<file path="config.mk">
export PLATFORM = sky130hd
export DESIGN_NAME = id_ex_stage
export DESIGN_NICKNAME = d
export VERILOG_FILES = /design/src/rtl/riscv_pkg.sv /design/src/rtl/fwd_select.sv /design/src/rtl/id_ex_stage.sv
export SDC_FILE = /design/constraint.sdc
export NUM_CORES = 1
export LEC_CHECK = 0
export BUFFER_PORTS_ARGS = -buffer_cell sky130_fd_sc_hd__buf_2
export CORE_AREA = 2 2 165 167
export DETAILED_ROUTE_END_ITERATION = 12
export DIE_AREA = 0 0 167 169
export PLACE_DENSITY = 0.58
export SLEW_MARGIN = 20
export SYNTH_ARGS = -nofsm -noshare
export SYNTH_HDL_FRONTEND = slang
export SYNTH_SLANG_ARGS = --single-unit
</file>
<file path="constraint.sdc">
create_clock -name clk -period 2.72 [get_ports clk]
set_clock_uncertainty 0.1 [all_clocks]
set_input_delay 0.408 -clock clk [delete_from_list [all_inputs] [get_ports clk]]
set_output_delay 0.408 -clock clk [all_outputs]
set_load 0.1 [all_outputs]
</file>
<file path="src/rtl/riscv_pkg.sv">
// Shared types and constants for the RISC-V core datapath.
// Holds the decoded control bundle, ALU operation codes and the zero register index.
package riscv_pkg;

    localparam int DEFAULT_XLEN = 32;
    localparam logic [4:0] REG_ZERO = 5'd0;

    localparam logic [3:0] ALU_ADD  = 4'd0;
    localparam logic [3:0] ALU_SUB  = 4'd1;
    localparam logic [3:0] ALU_SLL  = 4'd2;
    localparam logic [3:0] ALU_SLT  = 4'd3;
    localparam logic [3:0] ALU_SLTU = 4'd4;
    localparam logic [3:0] ALU_XOR  = 4'd5;
    localparam logic [3:0] ALU_SRL  = 4'd6;
    localparam logic [3:0] ALU_SRA  = 4'd7;
    localparam logic [3:0] ALU_OR   = 4'd8;
    localparam logic [3:0] ALU_AND  = 4'd9;
    localparam logic [3:0] ALU_PASS = 4'd10;

    typedef struct packed {
        logic       reg_write;
        logic       mem_read;
        logic       mem_write;
        logic       alu_src;
        logic [3:0] alu_op;
    } ctrl_t;

endpackage

</file>
<file path="src/rtl/fwd_select.sv">
// Operand forwarding for one source register: picks the youngest matching
// producer (EX > MEM > WB) or falls back to the register file read data.
module fwd_select
    import riscv_pkg::*;
#(
    parameter int XLEN = DEFAULT_XLEN
) (
    input  logic            src_used,
    input  logic [4:0]      src_idx,
    input  logic [XLEN-1:0] rf_data,
    input  logic            ex_wr,
    input  logic [4:0]      ex_rd,
    input  logic [XLEN-1:0] ex_data,
    input  logic            ex_ok,
    input  logic            mem_wr,
    input  logic [4:0]      mem_rd,
    input  logic [XLEN-1:0] mem_data,
    input  logic            mem_ok,
    input  logic            wb_wr,
    input  logic [4:0]      wb_rd,
    input  logic [XLEN-1:0] wb_data,
    output logic [XLEN-1:0] val,
    output logic            hazard
);

    // A producer writing x0 never matches because src_idx is known to be non-zero here.
    always_comb begin
        val    = '0;
        hazard = 1'b0;
        if (src_used && (src_idx != REG_ZERO)) begin
            if (ex_wr && (ex_rd == src_idx)) begin
                if (ex_ok) val = ex_data;
                else       hazard = 1'b1;
            end else if (mem_wr && (mem_rd == src_idx)) begin
                if (mem_ok) val = mem_data;
                else        hazard = 1'b1;
            end else if (wb_wr && (wb_rd == src_idx)) begin
                val = wb_data;
            end else begin
                val = rf_data;
            end
        end
    end

endmodule

</file>
<file path="src/rtl/id_ex_stage.sv">
// ID/EX pipeline register: captures decoded fields with forwarded operands,
// inserts bubbles on unresolved data hazards and counts them.
module id_ex_stage
    import riscv_pkg::*;
#(
    parameter int XLEN = DEFAULT_XLEN,
    parameter int CNTW = 16
) (
    input  logic            clk,
    input  logic            rst_n,
    input  logic            id_valid,
    output logic            id_ready,
    input  logic [XLEN-1:0] id_pc,
    input  logic [XLEN-1:0] id_imm,
    input  logic [4:0]      id_rs1,
    input  logic [4:0]      id_rs2,
    input  logic [4:0]      id_rd,
    input  logic            id_use_rs1,
    input  logic            id_use_rs2,
    input  ctrl_t           id_ctrl,
    input  logic [XLEN-1:0] rf_rd1,
    input  logic [XLEN-1:0] rf_rd2,
    input  logic [XLEN-1:0] ex_result,
    input  logic            ex_result_ok,
    input  logic            mem_reg_write,
    input  logic [4:0]      mem_rd,
    input  logic [XLEN-1:0] mem_result,
    input  logic            mem_result_ok,
    input  logic            wb_reg_write,
    input  logic [4:0]      wb_rd,
    input  logic [XLEN-1:0] wb_data,
    input  logic            flush,
    input  logic            ex_ready,
    output logic            ex_valid,
    output logic [XLEN-1:0] ex_pc,
    output logic [XLEN-1:0] ex_imm,
    output logic [XLEN-1:0] ex_rs1_val,
    output logic [XLEN-1:0] ex_rs2_val,
    output logic [4:0]      ex_rd,
    output ctrl_t           ex_ctrl,
    output logic [CNTW-1:0] bubble_cnt
);

    logic            ex_valid_q,   ex_valid_d;
    logic [XLEN-1:0] ex_pc_q,      ex_pc_d;
    logic [XLEN-1:0] ex_imm_q,     ex_imm_d;
    logic [XLEN-1:0] ex_rs1_val_q, ex_rs1_val_d;
    logic [XLEN-1:0] ex_rs2_val_q, ex_rs2_val_d;
    logic [4:0]      ex_rd_q,      ex_rd_d;
    ctrl_t           ex_ctrl_q,    ex_ctrl_d;
    logic [CNTW-1:0] bubble_cnt_q, bubble_cnt_d;

    logic            adv;
    logic            ex_wr;
    logic            hazard;
    logic            hz1, hz2;
    logic [XLEN-1:0] fwd1, fwd2;

    assign ex_wr = ex_valid_q && ex_ctrl_q.reg_write;

    fwd_select #(.XLEN(XLEN)) u_fwd_rs1 (
        .src_used (id_use_rs1),
        .src_idx  (id_rs1),
        .rf_data  (rf_rd1),
        .ex_wr    (ex_wr),
        .ex_rd    (ex_rd_q),
        .ex_data  (ex_result),
        .ex_ok    (ex_result_ok),
        .mem_wr   (mem_reg_write),
        .mem_rd   (mem_rd),
        .mem_data (mem_result),
        .mem_ok   (mem_result_ok),
        .wb_wr    (wb_reg_write),
        .wb_rd    (wb_rd),
        .wb_data  (wb_data),
        .val      (fwd1),
        .hazard   (hz1)
    );

    fwd_select #(.XLEN(XLEN)) u_fwd_rs2 (
        .src_used (id_use_rs2),
        .src_idx  (id_rs2),
        .rf_data  (rf_rd2),
        .ex_wr    (ex_wr),
        .ex_rd    (ex_rd_q),
        .ex_data  (ex_result),
        .ex_ok    (ex_result_ok),
        .mem_wr   (mem_reg_write),
        .mem_rd   (mem_rd),
        .mem_data (mem_result),
        .mem_ok   (mem_result_ok),
        .wb_wr    (wb_reg_write),
        .wb_rd    (wb_rd),
        .wb_data  (wb_data),
        .val      (fwd2),
        .hazard   (hz2)
    );

    assign adv      = !ex_valid_q || ex_ready;
    assign hazard   = hz1 || hz2;
    assign id_ready = flush || (adv && !hazard);

    // Flush kills the EX slot even when EX is stalled; payload only moves on capture.
    always_comb begin
        ex_valid_d   = ex_valid_q;
        ex_pc_d      = ex_pc_q;
        ex_imm_d     = ex_imm_q;
        ex_rs1_val_d = ex_rs1_val_q;
        ex_rs2_val_d = ex_rs2_val_q;
        ex_rd_d      = ex_rd_q;
        ex_ctrl_d    = ex_ctrl_q;
        bubble_cnt_d = bubble_cnt_q;
        if (flush) begin
            ex_valid_d = 1'b0;
        end else if (adv) begin
            if (id_valid && hazard) begin
                ex_valid_d = 1'b0;
                if (bubble_cnt_q != {CNTW{1'b1}}) bubble_cnt_d = bubble_cnt_q + 1'b1;
            end else if (id_valid) begin
                ex_valid_d   = 1'b1;
                ex_pc_d      = id_pc;
                ex_imm_d     = id_imm;
                ex_rs1_val_d = fwd1;
                ex_rs2_val_d = fwd2;
                ex_rd_d      = id_rd;
                ex_ctrl_d    = id_ctrl;
            end else begin
                ex_valid_d = 1'b0;
            end
        end
    end

    always_ff @(posedge clk or negedge rst_n) begin
        if (!rst_n) begin
            ex_valid_q   <= 1'b0;
            ex_pc_q      <= '0;
            ex_imm_q     <= '0;
            ex_rs1_val_q <= '0;
            ex_rs2_val_q <= '0;
            ex_rd_q      <= '0;
            ex_ctrl_q    <= '0;
            bubble_cnt_q <= '0;
        end else begin
            ex_valid_q   <= ex_valid_d;
            ex_pc_q      <= ex_pc_d;
            ex_imm_q     <= ex_imm_d;
            ex_rs1_val_q <= ex_rs1_val_d;
            ex_rs2_val_q <= ex_rs2_val_d;
            ex_rd_q      <= ex_rd_d;
            ex_ctrl_q    <= ex_ctrl_d;
            bubble_cnt_q <= bubble_cnt_d;
        end
    end

    assign ex_valid   = ex_valid_q;
    assign ex_pc      = ex_pc_q;
    assign ex_imm     = ex_imm_q;
    assign ex_rs1_val = ex_rs1_val_q;
    assign ex_rs2_val = ex_rs2_val_q;
    assign ex_rd      = ex_rd_q;
    assign ex_ctrl    = ex_ctrl_q;
    assign bubble_cnt = bubble_cnt_q;

endmodule

</file>
==> out/metrics.cfg, run 1 <==
[yosys]
syn_area_per_cell_um2 = 9.085
synth_area_mm2 = 0.008594
yosysWarnings = 0
async_flop_share = 1.000
synth.ff_latch_count = 158
yosysSeqAreaShare = 0.4600
synth_edf_count = 0
syn-instance-count = 946
synth_cell_types = 38
ys_dominant_reg_cell = dfrtp_1
synth_fp_nets = 1215

[clock_network]
clk_pin_slew_ps = 80
cts.htree.levels = 4
cts_buffers = 17
clockRootBuffer = clkbuf_16
ctsLongestPathBuffers = 2
clock-sinks = 158
tritoncts = built
worstSkewPairLatency_ps = 430

[timing]
relSlewSlack = 0.5009
hold_viol = 0
tightest_slew_ps = 748.7
fmax_mhz = 350.5
fin_crit_sh = 1.049
setup_violations = 141
rsz0062_at_grt = yes
period_needed_ps = 2853
setup_slack_ps = -133.3
hold_ws_ps = 100.2
finalMaxSlewViolations = 0

[critical_path]
critPathKind = flip-flop to primary output
worstSetupEndpointType = primary output
r2r_cells = 15
cp.required_ps = 2210
cp-start-kind = flip-flop
regToRegSetupSlack_ps = -130
crit_fanout = 2
worstPathArrival_ps = 2350
rr_startpoint = ex_rd[3]
reg2reg_to = ex_rs1_val[23]

[die]
initial_utilization = 0.3243
die_area_mm2 = 0.02822
core_mm2 = 0.02650
rows = 60
die_y_um = 169
die_w_um = 167
pin_count = 427

[placed_design]
dpl_cell_area_mm2 = 0.01134
port_buffers = 426
gp_congestion = 0.8780
dp_hpwl_um = 24120
place_ws_ps = -217.2

[detailed_routing]
wirelength_um = 35700
dr.pass1.iters = 5
drt_iter0_markers = 743
dr_total_vias = 9023
viasPerCell = 5.124
post_drt_wl_per_cell_um = 20.27
drc_errors = 0
ant_nets = 0

[layout]
fillers = 2574
design_area_mm2 = 0.01273
nNetsFinal = 1674
final_util = 0.4802
final_cell_mix = buf_2 (424), nand2_1 (268), dfrtp_1 (148), nand3_1 (72), mux2_2 (67)
final_common_cell = buf_2
ff_latch_area_mm2 = 0.003974
multi_input_area_mm2 = 0.004469
drive_gt1_frac = 0.4690
syn2layout_area_growth_pct = 48.07

[min_path]
min_from = id_pc[5]
hold_depth = 2
holdCritPathClass = input pin to flip-flop
hold_end = ex_pc[5]

[power_and_ir_drop]
p_leak_uw = 0.006392
p_per_area_mw_per_mm2 = 756.8
vdd_drop_max_mv = 0.5348
p_total_uw = 9631

[outcome]
violations = setup timing
run_status = complete, but fails checks

[global_routing]
grt_max_degree = 71
antenna_found_initial = 2
met2_usage = 0.3895
grt.overflow.total = 0
grt_pass1_vias = 8784
gr-usage-met1 = 0.2763
grt_pass1_wl_um = 49570
top_usage_layer = met2
grt_use_total = 0.2268
use_met3 = 0.05167

[flow_run]
maxCapViolations = 0

## stage by stage
step	cells	setup TNS (ps)
floorplan	946	-9.251
global placement	1689	-19390
detailed placement	1689	-24050
CTS	1727	-137.7
global route	1761	-24800
finish	1761	-9915
## layer usage
metal	vias to the layer above	share of wire
met1	4287	0.40
met2	463	0.50
li1	4211	-
met4	0	0.027
met5	-	0
met3	62	0.076
## Yosys cell counts, types with 2 or more instances
| master | number | share of area |
|---|---|---|
| clkbuf_1 | 51 | 0.022 |
| nand2_1 | 269 | 0.12 |
| buf_4 | 7 | 0.0061 |
| nor3_1 | 9 | 0.0052 |
| nor4_1 | 7 | 0.0051 |
| xor2_1 | 29 | 0.030 |
| o21ai_1 | 2 | 0.0012 |
| nor2_1 | 66 | 0.029 |
| or4_1 | 2 | 0.0017 |
| xnor2_1 | 16 | 0.016 |
| and3_1 | 6 | 0.0044 |
| mux2_2 | 68 | 0.089 |
| nand3_1 | 75 | 0.044 |
| and4_1 | 2 | 0.0020 |
| nor3b_1 | 2 | 0.0017 |
| buf_6 | 9 | 0.012 |
| buf_1 | 7 | 0.0031 |
| dfrtp_1 | 158 | 0.46 |
| and2_1 | 2 | 0.0015 |
| nor2b_1 | 2 | 0.0015 |
| mux2_4 | 10 | 0.017 |
| nand4_1 | 4 | 0.0029 |
| a31oi_1 | 64 | 0.047 |
| a21boi_0 | 2 | 0.0017 |
| o2bb2ai_1 | 64 | 0.065 |
## kinds of logic after synthesis
kind of cell,synth area share
xor+xnor,0.04586
compound gates,0.1203
flops,0.4600
buf+inv,0.04382
fa+ha+maj,0.001456
mux,0.1066
simple gates,0.2220
## worst max path at each step
stage                          from        endpoint  slack, ps  cells past startpoint
after floorplan            ex_rd[1]        id_ready         -9                      8
after global placement    id_rs1[3]        id_ready       -190                      9
after detailed placement  id_rs1[3]  ex_rs2_val[10]       -220                     11
after CTS                  ex_rd[3]        id_ready       -140                      7
after global routing       ex_rd[4]  ex_rs2_val[25]       -230                     11
final                      ex_rd[3]        id_ready       -130                      7
## where the power goes
part,internal [µW],total (µW),switching [µW]
Clock,1240,2440,1190
Sequential,2700,2910,210
Combinational,933,4280,3350
Total,4870,9630,4760
## worst max-delay path: stages, from the launching register on
cell and delay (ps):
dfrtp_4 490, xnor2_2 160, nand3_2 110, or3_4 350, a21boi_1 140, o22a_2 270, a21o_4 230, buf_12 160
## timing repair
| action | CTS | global route |
|---|---|---|
| pin swaps | 7 | 6 |
| setup endpoints to repair | 116 | 134 |
| endpoints found under the hold margin | 65 | 0 |
| hold buffers | 1 | 0 |
| gates resized for setup | 12 | 41 |
| gates cloned | 0 | 16 |
| buffers inserted | 6 | 16 |
## state kept, by name, summed over array words and instances (netlist names)
register and count:
ex_pc 32, ex_rs2_val 32, ex_valid 1, ex_rs1_val 32, ex_ctrl 8, ex_imm 32
bubble_cnt 16, ex_rd 5
## final cells by class
type / instances / share of cell area
antenna: 2 / 0.0003933
timing repair buffer: 515 / 0.2555
clock inverter: 15 / 0.01367
sequential: 158 / 0.3123
multi-input combinational: 713 / 0.3512
clock buffer: 17 / 0.03343
tap: 341 / 0.03353
(Power assumes the default switching activity.)
==> inputs of run 2 (changes only) <==
Clock period 2.72 ns to 3.3 ns, I/O delays scaled along.
==> run 2 against run 1 <==
  * The run now ends clean
  * Sequential cell count unchanged
  * Worst setup slack improved by 380 ps
  * Via count is 4.8% lower
  * Final area decreased by 8.2%
  * Critical path depth unchanged
  * Power is 20% lower
  * Global-route usage fell by 0.52 points
  * Worst hold slack improved by 87 ps
  * First-iteration DRC count decreased by 23%
  * Highest routed layer is now met5
==> out/metrics.cfg, run 2 (same netlist as run 1, synthesis figures left out) <==
[outcome]
run_status = completed

[layout]
final_cell_mix = buf_2 (424), nand2_1 (269), dfrtp_1 (155), nand3_1 (75), mux2_2 (68)
fillers = 2693  ; +4.6%
ff_latch_area_mm2 = 0.003958  ; -0.41%
syn2layout_area_growth_pct = 35.89
nNetsFinal = 1615  ; -3.5%
multi_input_area_mm2 = 0.004265  ; -4.6%
design_area_mm2 = 0.01168  ; -8.2%
final_util = 0.4407  ; -0.03952
final_common_cell = buf_2
drive_gt1_frac = 0.4209  ; -0.04807

[timing]
period_needed_ps = 3052
fmax_mhz = 327.7
relSlewSlack = 0.5253  ; +0.02443
tightest_slew_ps = 712.0  ; -36.64 ps
setup_tns_ps = 0  ; +9915 ps
setup_slack_ps = 248.1  ; +381.4 ps
fin_crit_sh = 0.9248
setup_violations = 0  ; -100%
finalMaxSlewViolations = 0  ; unchanged
hold_viol = 0  ; unchanged
rsz0062_at_grt = no
hold_ws_ps = 187.3  ; +87.08 ps

[die]
die_y_um = 169  ; unchanged
core_mm2 = 0.02650  ; unchanged
die_area_mm2 = 0.02822  ; unchanged
rows = 60  ; unchanged
pin_count = 427  ; unchanged
die_w_um = 167  ; unchanged
initial_utilization = 0.3243  ; unchanged

[power_and_ir_drop]
internal_power_uw = 3892  ; -20%
p_leak_uw = 0.005884  ; -8.0%
switching_share = 0.4968  ; +0.002931
switching_power_uw = 3842  ; -19%
vdd_drop_max_mv = 0.5706  ; +6.7%
pwr-share-seq = 0.309  ; +0.007
p_comb_frac = 0.433  ; -0.012
clockPowerShare = 0.259  ; +0.006
p_per_area_mw_per_mm2 = 662.3  ; -12%

[detailed_routing]
dr.pass1.iters = 5  ; unchanged
viasPerCell = 5.042  ; -1.6%
dr_total_vias = 8591  ; -4.8%
wirelength_um = 32260  ; -9.6%
drt_iter0_markers = 569  ; -23%
drc_errors = 0  ; unchanged
ant_nets = 0  ; unchanged
post_drt_wl_per_cell_um = 18.93  ; -6.6%

[placed_design]
dp_hpwl_um = 23900  ; -0.94%
dpl_cell_area_mm2 = 0.01106  ; -2.5%
gp_congestion = 0.9048  ; +3.1%
place_ws_ps = 330.9  ; +548.1 ps
port_buffers = 426  ; unchanged

[clock_network]
cts_setup_buffers = 0  ; -6
clock-sinks = 158  ; unchanged
clockRootBuffer = clkbuf_16
clk_pin_slew_ps = 80  ; about the same
worstSkewPairLatency_ps = 430  ; about the same
cts.htree.levels = 4  ; unchanged
tritoncts = built
ctsLongestPathBuffers = 2  ; unchanged
cts_buffers = 17  ; unchanged

[global_routing]
antenna_found_initial = 7  ; +5
grt_use_total = 0.2216  ; -0.005173
grt.overflow.total = 0  ; unchanged
grt_pass1_wl_um = 48600  ; -1.9%
grt_pass1_vias = 8513  ; -3.1%
grt_max_degree = 65  ; -8.5%

[critical_path]
endpoint = id_ready
regToRegSetupSlack_ps = 500  ; +630 ps
cp.depth = 7  ; unchanged
rr_startpoint = ex_rd[4]
cp-start-kind = flip-flop
crit_buf_inv = 1  ; unchanged
r2r_cells = 8  ; -7
crit_fanout = 4  ; +2
worstSetupEndpointType = primary output
cp_slowest_stage_delay_ps = 490  ; about the same
cp.required_ps = 2700  ; +490 ps
cp_slowest_cell = or3_2
crit_chain = xnor2_1, nand3_1, or3_2, a21boi_0, o22a_1, a21o_1, buf_12
setup.worst_path.start = ex_rd[4]
critPathKind = flip-flop to primary output
reg2reg_to = bubble_cnt[1]
worstPathArrival_ps = 2460  ; +110 ps
critPathTopFamily = compound AO/OA/AOI/OAI gates

[flow_run]
maxCapViolations = 0  ; unchanged

[min_path]
holdCritPathClass = input pin to flip-flop

-- run 2: cell count changes in the layout (fill, tap and decap cells not counted), moves of 4 or more --
cell,before,now
clkbuf_16,28,17
o2bb2ai_1,53,64
buf_4,52,26
o2bb2ai_2,11,0
buf_6,9,1
dfrtp_1,148,155
xnor2_1,12,16
buf_12,14,4
xnor2_2,4,0
dfrtp_2,7,3
-- run 2: worst min path at each step --
stage                   start              to  slack (ps)  cells past startpoint
6_report           id_imm[15]      ex_imm[15]         190                      2
2_1_floorplan           rst_n   bubble_cnt[0]         100                      0
5_1_grt              id_pc[0]        ex_pc[0]         170                      2
3_3_place_gp   ex_rs1_val[10]  ex_rs1_val[10]         370                      1
4_1_cts            id_imm[15]      ex_imm[15]         170                      2
3_5_place_dp   ex_rs1_val[26]  ex_rs1_val[26]         370                      1
-- run 2: layer usage --
| metal | up-vias | track usage | wire length (µm) |
|---|---|---|---|
| met5 | - | 0 | 37 |
| met4 | 6 | 0.07309 | 755 |
| met3 | 57 | 0.06336 | 2584 |
| met2 | 411 | 0.3815 | 15940 |
| met1 | 4029 | 0.2673 | 12950 |
| li1 | 4088 | - | - |
-- run 2: cell type report --
type                       instances  area share
multi-input combinational        713      0.3652
sequential                       158      0.3389
timing repair buffer             456      0.2071
tap                              341     0.03653
clock buffer                      17     0.03643
clock inverter                    15     0.01500
antenna                            4   0.0008571
-- run 2: timing repair --
action | 4_1_cts | 5_1_grt
hold buffers | 1 | 0
gates resized for setup | 0 | 0
hold endpoints to repair | 57 | 0
-- run 2: power by group through the flow --
stage / clock network [µW] / registers (µW) / logic [µW]
6_report: 2000 / 2390 / 3350
5_1_grt: 2140 / 2420 / 3460
4_1_cts: 2050 / 2390 / 3370
3_5_place_dp: 0 / 2410 / 3360
3_3_place_gp: 0 / 2410 / 3350
2_1_floorplan: 0 / 4500 / 539
-- run 2: stage by stage --
step / power, µW / cells
floorplan: 5038 / 946
global placement: 5767 / 1667
detailed placement: 5777 / 1667
CTS: 7806 / 1700
global route: 8027 / 1704
finish: 7734 / 1704
